### src/rtl/sqrt_arbiter.sv
// sqrt_arbiter: shares one combinational integer square-root unit among
// NUM_REQ requesters. The IDLE/CALC/HOLD controller grants one requester at a time
// and holds each result until the consumer accepts it.
// Compile-time option: define SQRT_ARB_FIXED_PRIO_EN for fixed priority, where the
// lowest index wins. The default build uses round-robin arbitration.

// Combinational digit-by-digit square root: root = floor(sqrt(radical)),
// rem = radical - root^2.
module sqrt_arbiter_sqrt #(
    parameter int q_port_width = 11,
    parameter int r_port_width = 12,
    parameter int width        = 21
) (
    input  logic [width-1:0]        radical,
    output logic [q_port_width-1:0] root,
    output logic [r_port_width-1:0] rem
);
    localparam int XW = 2 * q_port_width;

    logic [XW-1:0]           x;
    logic [XW+1:0]           r;
    logic [XW+1:0]           t;
    logic [q_port_width-1:0] q;

    // One root bit per radical bit pair, from the MSB pair down.
    always_comb begin
        x = '0;
        x[width-1:0] = radical;
        r = '0;
        t = '0;
        q = '0;
        for (int i = q_port_width - 1; i >= 0; i--) begin
            r = {r[XW-1:0], x[2*i +: 2]};
            t = {{(XW - q_port_width){1'b0}}, q, 2'b01};
            if (r >= t) begin
                r = r - t;
                q = {q[q_port_width-2:0], 1'b1};
            end else begin
                q = {q[q_port_width-2:0], 1'b0};
            end
        end
        root = q;
        rem  = r[r_port_width-1:0];
    end
endmodule

module sqrt_arbiter #(
    parameter int NUM_REQ = 4,
    parameter int WIDTH   = 21,
    parameter int Q_WIDTH = 11,
    parameter int R_WIDTH = 12
) (
    input  logic                       clk_main,
    input  logic                       sys_rst,
    input  logic [NUM_REQ-1:0]         req_valid,
    input  logic [NUM_REQ*WIDTH-1:0]   req_data,
    output logic [NUM_REQ-1:0]         req_ready,
    output logic                       res_valid,
    input  logic                       res_ready,
    output logic [$clog2(NUM_REQ)-1:0] res_id,
    output logic [Q_WIDTH-1:0]         res_q,
    output logic [R_WIDTH-1:0]         res_rem,
    output logic                       busy
);
    localparam int IDW = $clog2(NUM_REQ);

    typedef enum logic [1:0] {IDLE, CALC, HOLD} state_t;

    state_t             state_q, state_d;
    logic [WIDTH-1:0]   rad_q, rad_d;
    logic [IDW-1:0]     id_q, id_d;
    logic               res_valid_q, res_valid_d;
    logic [IDW-1:0]     res_id_q, res_id_d;
    logic [Q_WIDTH-1:0] res_q_q, res_q_d;
    logic [R_WIDTH-1:0] res_rem_q, res_rem_d;
`ifndef SQRT_ARB_FIXED_PRIO_EN
    logic [IDW-1:0]     last_grant_q, last_grant_d;
    logic [IDW-1:0]     rr_idx;
`endif

    logic               win_found;
    logic [IDW-1:0]     win_id;
    logic               grant_open;
    logic               grant_fire;
    logic [WIDTH-1:0]   grant_rad;
    logic [Q_WIDTH-1:0] sq_root;
    logic [R_WIDTH-1:0] sq_rem;

`ifdef SQRT_ARB_FIXED_PRIO_EN
    // Fixed priority: the lowest-indexed valid requester wins.
    always_comb begin
        win_found = 1'b0;
        win_id    = '0;
        for (int k = 0; k < NUM_REQ; k++) begin
            if (!win_found && req_valid[k]) begin
                win_found = 1'b1;
                win_id    = IDW'(k);
            end
        end
    end
`else
    // Round-robin: search starts just after the last granted requester and wraps.
    always_comb begin
        win_found = 1'b0;
        win_id    = '0;
        rr_idx    = '0;
        for (int k = 1; k <= NUM_REQ; k++) begin
            rr_idx = IDW'((int'(last_grant_q) + k) % NUM_REQ);
            if (!win_found && req_valid[rr_idx]) begin
                win_found = 1'b1;
                win_id    = rr_idx;
            end
        end
    end
`endif

    // Grant window: IDLE, or HOLD while the held result is being consumed.
    assign grant_open = !sys_rst &&
                        ((state_q == IDLE) || ((state_q == HOLD) && res_ready));
    assign grant_fire = grant_open && win_found;

    // One-hot accept strobe and the winner's radical. Non-winning lanes are never selected.
    always_comb begin
        req_ready = '0;
        grant_rad = '0;
        for (int i = 0; i < NUM_REQ; i++) begin
            if (win_id == IDW'(i)) begin
                req_ready[i] = grant_fire;
                grant_rad    = req_data[i*WIDTH +: WIDTH];
            end
        end
    end

    sqrt_arbiter_sqrt #(
        .q_port_width (Q_WIDTH),
        .r_port_width (R_WIDTH),
        .width        (WIDTH)
    ) u_sqrt (
        .radical (rad_q),
        .root    (sq_root),
        .rem     (sq_rem)
    );

    // Next-state logic for the controller and the latched request.
    always_comb begin
        state_d      = state_q;
        rad_d        = rad_q;
        id_d         = id_q;
        res_valid_d  = res_valid_q;
        res_id_d     = res_id_q;
        res_q_d      = res_q_q;
        res_rem_d    = res_rem_q;
`ifndef SQRT_ARB_FIXED_PRIO_EN
        last_grant_d = last_grant_q;
`endif
        case (state_q)
            IDLE: begin
                if (grant_fire) begin
                    state_d = CALC;
                end
            end
            CALC: begin
                res_valid_d = 1'b1;
                res_id_d    = id_q;
                res_q_d     = sq_root;
                res_rem_d   = sq_rem;
                state_d     = HOLD;
            end
            HOLD: begin
                // An accepted result is retired. A new grant in the same cycle goes straight to CALC.
                if (res_ready) begin
                    res_valid_d = 1'b0;
                    state_d     = grant_fire ? CALC : IDLE;
                end
            end
            default: state_d = IDLE;
        endcase
        if (grant_fire) begin
            rad_d        = grant_rad;
            id_d         = win_id;
`ifndef SQRT_ARB_FIXED_PRIO_EN
            last_grant_d = win_id;
`endif
        end
    end

    // Controller and result registers. Reset discards anything in flight.
    always_ff @(posedge clk_main) begin
        if (sys_rst) begin
            state_q      <= IDLE;
            res_valid_q  <= 1'b0;
            res_id_q     <= '0;
            res_q_q      <= '0;
            res_rem_q    <= '0;
`ifndef SQRT_ARB_FIXED_PRIO_EN
            last_grant_q <= IDW'(NUM_REQ - 1);
`endif
        end else begin
            state_q      <= state_d;
            res_valid_q  <= res_valid_d;
            res_id_q     <= res_id_d;
            res_q_q      <= res_q_d;
            res_rem_q    <= res_rem_d;
`ifndef SQRT_ARB_FIXED_PRIO_EN
            last_grant_q <= last_grant_d;
`endif
        end
    end

    // Latched radical and owner. These are only meaningful after a grant, so they have no reset.
    always_ff @(posedge clk_main) begin
        rad_q <= rad_d;
        id_q  <= id_d;
    end

    assign res_valid = res_valid_q;
    assign res_id    = res_id_q;
    assign res_q     = res_q_q;
    assign res_rem   = res_rem_q;
    assign busy      = (state_q != IDLE);
endmodule

### config.mk
export PLATFORM = sky130hd
export DESIGN_NAME = sqrt_arbiter
export DESIGN_NICKNAME = d
export VERILOG_FILES = /design/src/rtl/sqrt_arbiter.sv
export SDC_FILE = /design/constraint.sdc
export NUM_CORES = 1
export LEC_CHECK = 0
export ABC_AREA = 0
export CORE_ASPECT_RATIO = 0.7
export CORE_MARGIN = 3
export CORE_UTILIZATION = 40
export DETAILED_ROUTE_END_ITERATION = 10
export SYNTH_ARGS = -nofsm -noshare
export SYNTH_HDL_FRONTEND = slang
export SYNTH_HIERARCHICAL = 1
export SYNTH_SLANG_ARGS = --single-unit
### constraint.sdc
create_clock -name clk_main -period 22.7 [get_ports clk_main]
set_input_delay 4.54 -clock clk_main [delete_from_list [all_inputs] [get_ports clk_main]]
set_output_delay 4.54 -clock clk_main [all_outputs]
set_load 0.005 [all_outputs]
# ---- Word-level counts from Yosys, hierarchy flattened
# Cells that the tools add are included.
dict set report op_classes {
  addsub 15
  n_lt_le_gt_ge 15
  n_eq_ne 7
  mux 52
  n_reduce_logical 17
}
# cell n
set op_table {}
lappend op_table {{22-bit 2-to-1 mux} 10}
lappend op_table {{21-bit 2-to-1 mux} 4}
lappend op_table {{1-bit 2-to-1 mux} 25}
lappend op_table {{24-bit by 10-bit greater-or-equal comparator with 1-bit output} 1}
lappend op_table {{24-bit by 11-bit greater-or-equal comparator with 1-bit output} 1}
lappend op_table {{24-bit by 12-bit greater-or-equal comparator with 1-bit output} 1}
lappend op_table {{24-bit by 3-bit greater-or-equal comparator with 1-bit output} 1}
lappend op_table {{24-bit by 4-bit greater-or-equal comparator with 1-bit output} 1}
lappend op_table {{24-bit by 5-bit greater-or-equal comparator with 1-bit output} 1}
lappend op_table {{24-bit by 6-bit greater-or-equal comparator with 1-bit output} 1}
lappend op_table {{24-bit by 7-bit greater-or-equal comparator with 1-bit output} 1}
lappend op_table {{24-bit by 8-bit greater-or-equal comparator with 1-bit output} 1}
lappend op_table {{24-bit by 9-bit greater-or-equal comparator with 1-bit output} 1}
lappend op_table {{22-bit by 10-bit subtractor with 22-bit output} 1}
lappend op_table {{22-bit by 11-bit subtractor with 22-bit output} 1}
lappend op_table {{22-bit by 3-bit subtractor with 22-bit output} 1}
lappend op_table {{22-bit by 4-bit subtractor with 22-bit output} 1}
lappend op_table {{22-bit by 5-bit subtractor with 22-bit output} 1}
lappend op_table {{22-bit by 6-bit subtractor with 22-bit output} 1}
lappend op_table {{22-bit by 7-bit subtractor with 22-bit output} 1}
lappend op_table {{22-bit by 8-bit subtractor with 22-bit output} 1}
lappend op_table {{22-bit by 9-bit subtractor with 22-bit output} 1}
lappend op_table {{2-bit by 3-bit < comparator with 1-bit output (second input constant)} 4}
lappend op_table {{12-bit 2-to-1 mux} 1}
lappend op_table {{18 further kinds} 43}
dict set report totals {
  ff_bits 53
  in_bits 91
}

# ---- Longest topological paths before layout
# Gate-level depths: netlist (run 1).
dict set report logic_depth {
  word_depth 22
  ltp_mapped 114
  ltp_nobuf 101
}

# ---- Hierarchy
# Netlist (run 1), hierarchy kept.
# mod n_inst cells_each area_each_um2 seq_area_each_um2
set modules_own_cells {}
lappend modules_own_cells {sqrt_arbiter_sqrt 1 962 6782.8 0.0}
lappend modules_own_cells {sqrt_arbiter 1 294 2491.1 1291.2}

# ---- Worst setup path before layout (run 1)
# Ideal clock, no wire load.
dict set report synth_path {
  path_type {register to register}
  start {register rad_q[18]}
  end {register res_rem_q[10], in the netlist res_rem[10]}
  setup_ps 132
  t_arrival_ps 21485
  required_ps 22568
  slack_ps 1083
  path_stages_with_launch 103
  n_path_buf 13
  period_less_slack_ps 21617
  cell_sequence {edfxtp_1 -> inv_1 -> ha_1 -> inv_1 -> ha_1 -> nor2_4 -> inv_1 -> a21oi_1 -> ha_1 -> o311ai_1 -> or2b_1 -> a31oi_1 -> xor2_1 -> inv_1 -> ha_1 -> nand2_1 -> nor3_1 -> a221o_1 -> [67 not listed] -> nand3_1 -> o31ai_1 -> a2111oi_1 -> o2111ai_2 -> nor3_4 -> buf_4 -> o21ai_0 -> ha_1 -> a21o_1 -> a21o_1 -> a2111oi_0 -> o211ai_1 -> a211o_1 -> or3b_1 -> buf_6 -> mux2_4 -> nand2_1 -> a21oi_1}
}
dict set report synth_via {
  elab_chain_cells 20
  elab_cells_between_ends 39
  classes_between {add/sub (10); order compare (10); mux (19)}
}
# element line
set synth_lines {}
lappend synth_lines {{start, declared} 70} ;# logic [WIDTH-1:0] rad_q, rad_d;
lappend synth_lines {{start signal, assigned} 212} ;# rad_q <= rad_d;
lappend synth_lines {{24-bit by 3-bit greater-or-equal comparator with 1-bit output (*)} 35} ;# if (r >= t) begin
lappend synth_lines {{1-bit 2-to-1 mux (*)} 35}
lappend synth_lines {{named net sq_root[9]} 86} ;# logic [Q_WIDTH-1:0] sq_root;
lappend synth_lines {{22-bit by 4-bit subtractor with 22-bit output or 24-bit by 4-bit greater-or-equal comparator with 1-bit output (tied branches)} {36, 35}}
lappend synth_lines {{22-bit 2-to-1 mux or 1-bit 2-to-1 mux (tied branches)} 35}
lappend synth_lines {{24-bit by 5-bit greater-or-equal comparator with 1-bit output (*)} 35}
lappend synth_lines {{1-bit 2-to-1 mux (*)} 35}
lappend synth_lines {{named net sq_root[7]} 86}
lappend synth_lines {{[4 not listed]} --}
lappend synth_lines {{named net sq_root[5]} 86}
lappend synth_lines {{[2 not listed]} --}
lappend synth_lines {{named net sq_root[4]} 86}
lappend synth_lines {{[2 not listed]} --}
lappend synth_lines {{named net sq_root[3]} 86}
lappend synth_lines {{24-bit by 10-bit greater-or-equal comparator with 1-bit output (*)} 35}
lappend synth_lines {{1-bit 2-to-1 mux (*)} 35}
lappend synth_lines {{named net sq_root[2]} 86}
lappend synth_lines {{22-bit by 11-bit subtractor with 22-bit output or 24-bit by 11-bit greater-or-equal comparator with 1-bit output (tied branches)} {36, 35}}
lappend synth_lines {{22-bit 2-to-1 mux or 1-bit 2-to-1 mux (tied branches)} 35}
lappend synth_lines {{24-bit by 12-bit greater-or-equal comparator with 1-bit output or 12-bit subtractor (tied branches)} {35, 36}}
lappend synth_lines {{12-bit 2-to-1 mux (*)} 35}
lappend synth_lines {{named net sq_rem[10]} 87} ;# logic [R_WIDTH-1:0] sq_rem;
lappend synth_lines {{end signal, assigned} 203} ;# res_rem_q <= res_rem_d;
lappend synth_lines {{end, declared} 75} ;# logic [R_WIDTH-1:0] res_rem_q, res_rem_d;
# Mark *: on every way through the listed nets, which the timed path passes. The rest lies on a longest branch.
# A chain may end at the register's enable or synchronous reset.

# ---- Worst setup path after layout (run 1)
dict set report layout_path {
  start {register rad_q[18]}
  end {register res_rem_q[6], in the netlist res_rem[6]}
}
dict set report layout_via {
  elab_chain_cells 20
  elab_cells_between_ends 39
  classes_between {add/sub (10); order compare (10); mux (19)}
}
# element line
set layout_lines {}
lappend layout_lines {{24-bit by 3-bit greater-or-equal comparator with 1-bit output (*)} 35}
lappend layout_lines {{1-bit 2-to-1 mux (*)} 35}
lappend layout_lines {{named net sq_root[9]} 86}
lappend layout_lines {{24-bit by 4-bit greater-or-equal comparator with 1-bit output (*)} 35}
lappend layout_lines {{1-bit 2-to-1 mux (*)} 35}
lappend layout_lines {{named net sq_root[8]} 86}
lappend layout_lines {{24-bit by 5-bit greater-or-equal comparator with 1-bit output (*)} 35}
lappend layout_lines {{1-bit 2-to-1 mux (*)} 35}
lappend layout_lines {{named net sq_root[7]} 86}
lappend layout_lines {{[2 not listed]} --}
lappend layout_lines {{named net sq_root[6]} 86}
lappend layout_lines {{[2 not listed]} --}
lappend layout_lines {{named net sq_root[5]} 86}
lappend layout_lines {{[2 not listed]} --}
lappend layout_lines {{named net sq_root[4]} 86}
lappend layout_lines {{[2 not listed]} --}
lappend layout_lines {{named net sq_root[3]} 86}
lappend layout_lines {{24-bit by 10-bit greater-or-equal comparator with 1-bit output (*)} 35}
lappend layout_lines {{1-bit 2-to-1 mux (*)} 35}
lappend layout_lines {{named net sq_root[2]} 86}
lappend layout_lines {{22-bit by 11-bit subtractor with 22-bit output or 24-bit by 11-bit greater-or-equal comparator with 1-bit output (tied branches)} {36, 35}}
lappend layout_lines {{22-bit 2-to-1 mux or 1-bit 2-to-1 mux (tied branches)} 35}
lappend layout_lines {{24-bit by 12-bit greater-or-equal comparator with 1-bit output or 12-bit subtractor (tied branches)} {35, 36}}
lappend layout_lines {{12-bit 2-to-1 mux (*)} 35}
lappend layout_lines {{named net sq_rem[6]} 87}
# Marks and branches as above.

==> out/qor.yml, run 1 <==
status: "completed"
ant_nets: 0
worstSetupStartpointType: "flop"
syn-cell-area_um2: 9274
yosys_register_bits: 53
clock-sinks: 53
vias: 10118
clk_latency_ps: 300
cts-buffers-inserted: 5
rows: 45
yosysWarningCount: 6
clockBufferDepth: 2
firstDrtPassIters: 5
ys_seq_area_share_pct: 13.92
antenna_found_initial: 0
ios: 122
n_antenna_cell: 0
drt-total-wl_mm: 32.86
drcViolationCount: 0
rr_worst_depth: 94
drv_cap: 0
die_w_um: 188.0
grt_usage_pct: 24.79
synthCells: 1256
cp.depth: 94
area_growth_pct: 20.59
synth_edf_count: 23
cp_num_buf_inv: 9
hold_viol_final: 0
start_util_pct: 41.70
dp_worst_setup_slack_ps: 130.1
syn_avg_cell_area_um2: 7.384
critPathSlowestCell: "or3b_4"
yosysMostFrequentCell: "nand2_1"
drt-vias-per-instance: 5.994
fin_hold_ws_ps: 459.7
worstPathArrival_ps: 21600
dp_cells: 1675
grt_use_met1_pct: 41.39
slew_headroom_pct: 22.46
path_common_cell: "ha_1"
dp_hpwl_mm: 26.95
gr-usage-met2_pct: 31.21
coreArea_um2: 22240
netlist_top_cells_area: "ha_1, edfxtp_1, nand2_1"
synth_cell_type_count: 114
die_h_um: 133.4
port_buffers: 121
avgRoutedWirePerCell_um: 19.47
syn_nets: 1422
worstSetupPathType: "flop to flop"
synth_top_area_share_pct: 10.12
grt_overflow: 0
clock_skew_ps: 11.69
min_path_type: "flop to flop"
path_max_fanout: 18
worst_slew_pin_slew_ps: 1163
critPathTopFamily: "compound AO/OA/AOI/OAI gates"
end_kind: "flop"
stdcell_count: 1688
place_congestion: 1.003
hold-path-cell-count: 2
ctsHtreeMaxLevel: 2
max_clock_freq_mhz: 46.69
gr-max-usage-layer: "met1"
crit_required_ps: 22880
ctsRootBufferMaster: "clkbuf_16"
synthFlopType: "dfxtp_1"
grt_pass1_wl_mm: 50.36
finalCriticalPeriod_ps: 21420
report.final.slew_viol_count: 0
die_area_um2: 25080
path_clk_slew_ps: 80
setup_viol: 0
first_iter_violations: 1122
slowest_delay_ps: 560
yosys-top-cells-count: "nand2_1, a21oi_1, nor2_1, ha_1, xnor2_1"
async_flop_share_pct: 0
yosysTopAreaCell: "ha_1"
fin_crit_sh_pct: 94.35
layout-drive-gt1-share_pct: 11.64
final_util_pct: 50.28
grt_max_degree: 46
grt_pass1_vias: 9004
setup_ws_ps: 1283
layout.nets: 1548
grt_use_met3_pct: 6.549
cts_tree: "done"
-- worst register-to-register path: cells and delay by family (launching register included) --
family / cells / cell delay (ps)
AO/OA/AOI/OAI: 34 / 7550
XOR/XNOR: 2 / 300
AND/OR/NAND/NOR: 35 / 7220
flip-flops: 1 / 480
adder cells (fa/ha/maj): 11 / 3610
multiplexers: 3 / 980
buffers and inverters: 9 / 1170
-- per-stage QoR --
step	setup TNS (ps)	cell area, um2
5_1_grt	-1198	11180
4_1_cts	0	11060
3_5_place_dp	0	10900
3_3_place_gp	0	10900
6_report	0	11180
2_1_floorplan	0	9274
-- state kept, by name, indices dropped and copies added (netlist names) --
register,flops
rad_q,21
res_q,11
res_rem,12
last_grant_q,2
res_valid,1
state_q,2
id_q,2
res_id,2
-- layer usage --
| metal | routed length, um | vias up |
|---|---|---|
| li1 | - | 4915 |
| met1 | 17020 | 4681 |
| met2 | 11780 | 509 |
| met3 | 3939 | 13 |
| met4 | 127 | 0 |
| met5 | 0 | - |
-- cell type report --
class                           count  area (um2)
Clock buffer                        5       125.1
Clock inverter                      3       28.78
Fill cell                        2178       11060
Inverter                           56       217.7
Multi-Input combinational cell   1096        7560
Sequential cell                    53        1291
Tap cell                          305       381.6
Timing Repair Buffer              170        1579
-- placed cells by master, fill, tap and decap left out, types with 11 or more instances in the layout --
cell,instances
a21o_1,31
a21oi_1,125
o211ai_1,19
or2_2,12
a32oi_1,22
buf_4,49
and3_1,18
nand2b_1,13
edfxtp_1,23
o21ai_1,12
nor2b_1,14
mux2i_1,11
nor3_1,31
nand4_1,13
a31oi_1,21
xor2_1,21
nor4_1,11
o21bai_1,11
nor2_1,82
clkdlybuf4s50_1,121
inv_1,50
ha_1,73
nand3_1,31
dfxtp_1,30
o21ai_0,52
xnor2_1,73
nand2_1,181
-- what timing repair did --
item / 4_1_cts / 5_1_grt
buffers inserted: 0 / 5
endpoints found under the setup margin: 0 / 13
gates resized for setup: 0 / 23
hold buffers: 0 / 0
-- logic make-up (layout without fill, tap and decap cells) --
family,count (synthesis),in the layout,share of synthesized area (%)
AOI/OAI and AO/OA,406,406,29.80
xor gates and xnor gates,96,96,9.147
adders and majority gates,75,75,10.12
buffers and inverters,107,234,5.545
DFF,53,53,13.92
muxes,32,32,4.290
and+or+nand+nor,487,487,27.17
-- path summary, 6_finish.rpt --
check,from,end,slack [ps]
max reg2reg,rad_q[18],res_rem[6],1280
max,rad_q[18],res_rem[6],1280
min reg2reg,res_id[0],res_id[0],460
min,res_id[0],res_id[0],460
Power of run 1 is not shown: default switching activity piles up to over one toggle a cycle in this logic, so the estimate is an artifact.
==> run 2: changes to the inputs <==
Settings changed: ABC_AREA 0 to default, CTS_CLUSTER_SIZE from default to 28.
==> results of run 2 <==
No change in the layout: final DEF, timing and power equal those of run 1.
Power of run 2 is left out for the same reason.
==> variant, RTL diff (settings of run 2) <==
`res_q_q` no longer has a reset.
--- a/src/rtl/sqrt_arbiter.sv
+++ b/src/rtl/sqrt_arbiter.sv
@@ -192,3 +192,2 @@
             res_id_q     <= '0;
-            res_q_q      <= '0;
             res_rem_q    <= '0;
@@ -201,3 +200,2 @@
             res_id_q     <= res_id_d;
-            res_q_q      <= res_q_d;
             res_rem_q    <= res_rem_d;
@@ -207,2 +205,6 @@
         end
+    end
+
+    always_ff @(posedge clk_main) begin
+        res_q_q <= res_q_d;
     end
Formal check against the unedited RTL: not equivalent (a bounded check fails within 4 cycles, from zero or initial values and one cycle with sys_rst high; the reset may be asserted at any time).
==> variant against run 2 <==
  * Critical path depth is 3 lower
  * Cell area decreased by 0.34%
  * Synthesized cell count shrank 3.0%
  * Sequential cell count stayed put
  * Setup slack better by 0.037 ns
  * Wire length is 1.8% lower
  * Die area rose by 0.31%
  * Area after synthesis rose by 0.32%
  * Utilization down 1.3 points
  * Count of clock-buffer cells in the layout increased by 1
Power is not shown: default switching activity piles up to over one toggle a cycle in this logic, so the estimate is an artifact.
==> variant: results (changes against run 2) <==
* Total track usage at 24.7% (was 24.8%)
* Placer congestion estimate at 0.934 (was 1.00)
* Final hold slack at 0.455 ns (was 0.460 ns)
* Largest stage delay, worst path at 0.51 ns (was 0.56 ns)
* Clk_skew at 0.00834 ns (was 0.0117 ns)
* Largest cells by area after synthesis: edfxtp_1 (11%), ha_1 (10%), xnor2_1 (6.9%), nand2_1 (6.4%), a21oi_1 (5.7%) (was ha_1 (10%), edfxtp_1 (7.4%), nand2_1 (7.3%), a21oi_1 (6.9%), xnor2_1 (6.9%))
* Top delay family on crit path: simple AND/OR/NAND/NOR gates (was compound AO/OA/AOI/OAI gates)
* Clock-cell share at 1.40% (was 1.38%)
* Inverter count at 59 (was 56)
* Ratio of cells with drive above 1 in the final layout at 12.4% (was 11.6%)
* Number of global-route vias before repair at 8,922 (was 9,004)
* Buffers excl. clock at 163 (was 170)
* Multi-input gate area at 7440 sq um (was 7560 sq um)
* DP Area at 10,800 sq um (was 10,900 sq um)
* Status: finished, final reports clean (unchanged)
* Seq/Total Area, Yosys at 15.1% (was 13.9%)
* Slew @ Worst Pin at 0.913 ns (was 1.16 ns)
* Fin nets at 1,507 (was 1,548)
* Pre-CTS WS at -0.0576 ns (was 0.130 ns)
* Syn avg cell area at 7.64 sq um (was 7.38 sq um)
* R2R cell count at 91 (was 94)
* Post-synth top flop: edfxtp_1 (was dfxtp_1)
* # resized after CTS at 3 (was 0)
* DRT iter0 DRCs at 944 (was 1,122)
* Placed instance count at 1,637 (was 1,675)
* Number of flops mapped to enable cells by yosys at 34 (was 23)
* Final setup margin at 1.32 ns (was 1.28 ns)
* FILL cells at 2,243 (was 2,178)
* DR vias/cell at 5.97 (was 5.99)
* Multi-input combinational area share at 66.7% (was 67.6%)
* Post-DR wirelength/cell at 19.5 microns (about the same)
variant: kinds of logic after synthesis:
family / Yosys count / share of synthesized area [%]
xor gates and xnor gates: 96 / 9.12
and+or+nand+nor: 463 / 26.1
DFF: 53 / 15.1
muxes: 32 / 4.28
buffers and inverters: 106 / 6.05
AOI/OAI and AO/OA: 393 / 29.3
adders and majority gates: 75 / 10.1
variant: worst register-to-register path, delay by kind of cell, from the launching register on:
kind                       cells  cell delay (ns)
and+or+nand+nor               39             8.05
AOI/OAI and AO/OA             26             6.20
adders and majority gates     11             3.86
buffers and inverters         10             1.44
muxes                          2             0.69
xor gates and xnor gates       3             0.59
DFF                            1             0.41
variant: layer usage:
metal	share of wire [%]	vias to the layer above	GRT usage (%)
met5	0	-	0
met4	0.53	0	2.71
met3	11	13	5.18
met2	37	502	33.0
met1	52	4576	40.5
li1	-	4782	-
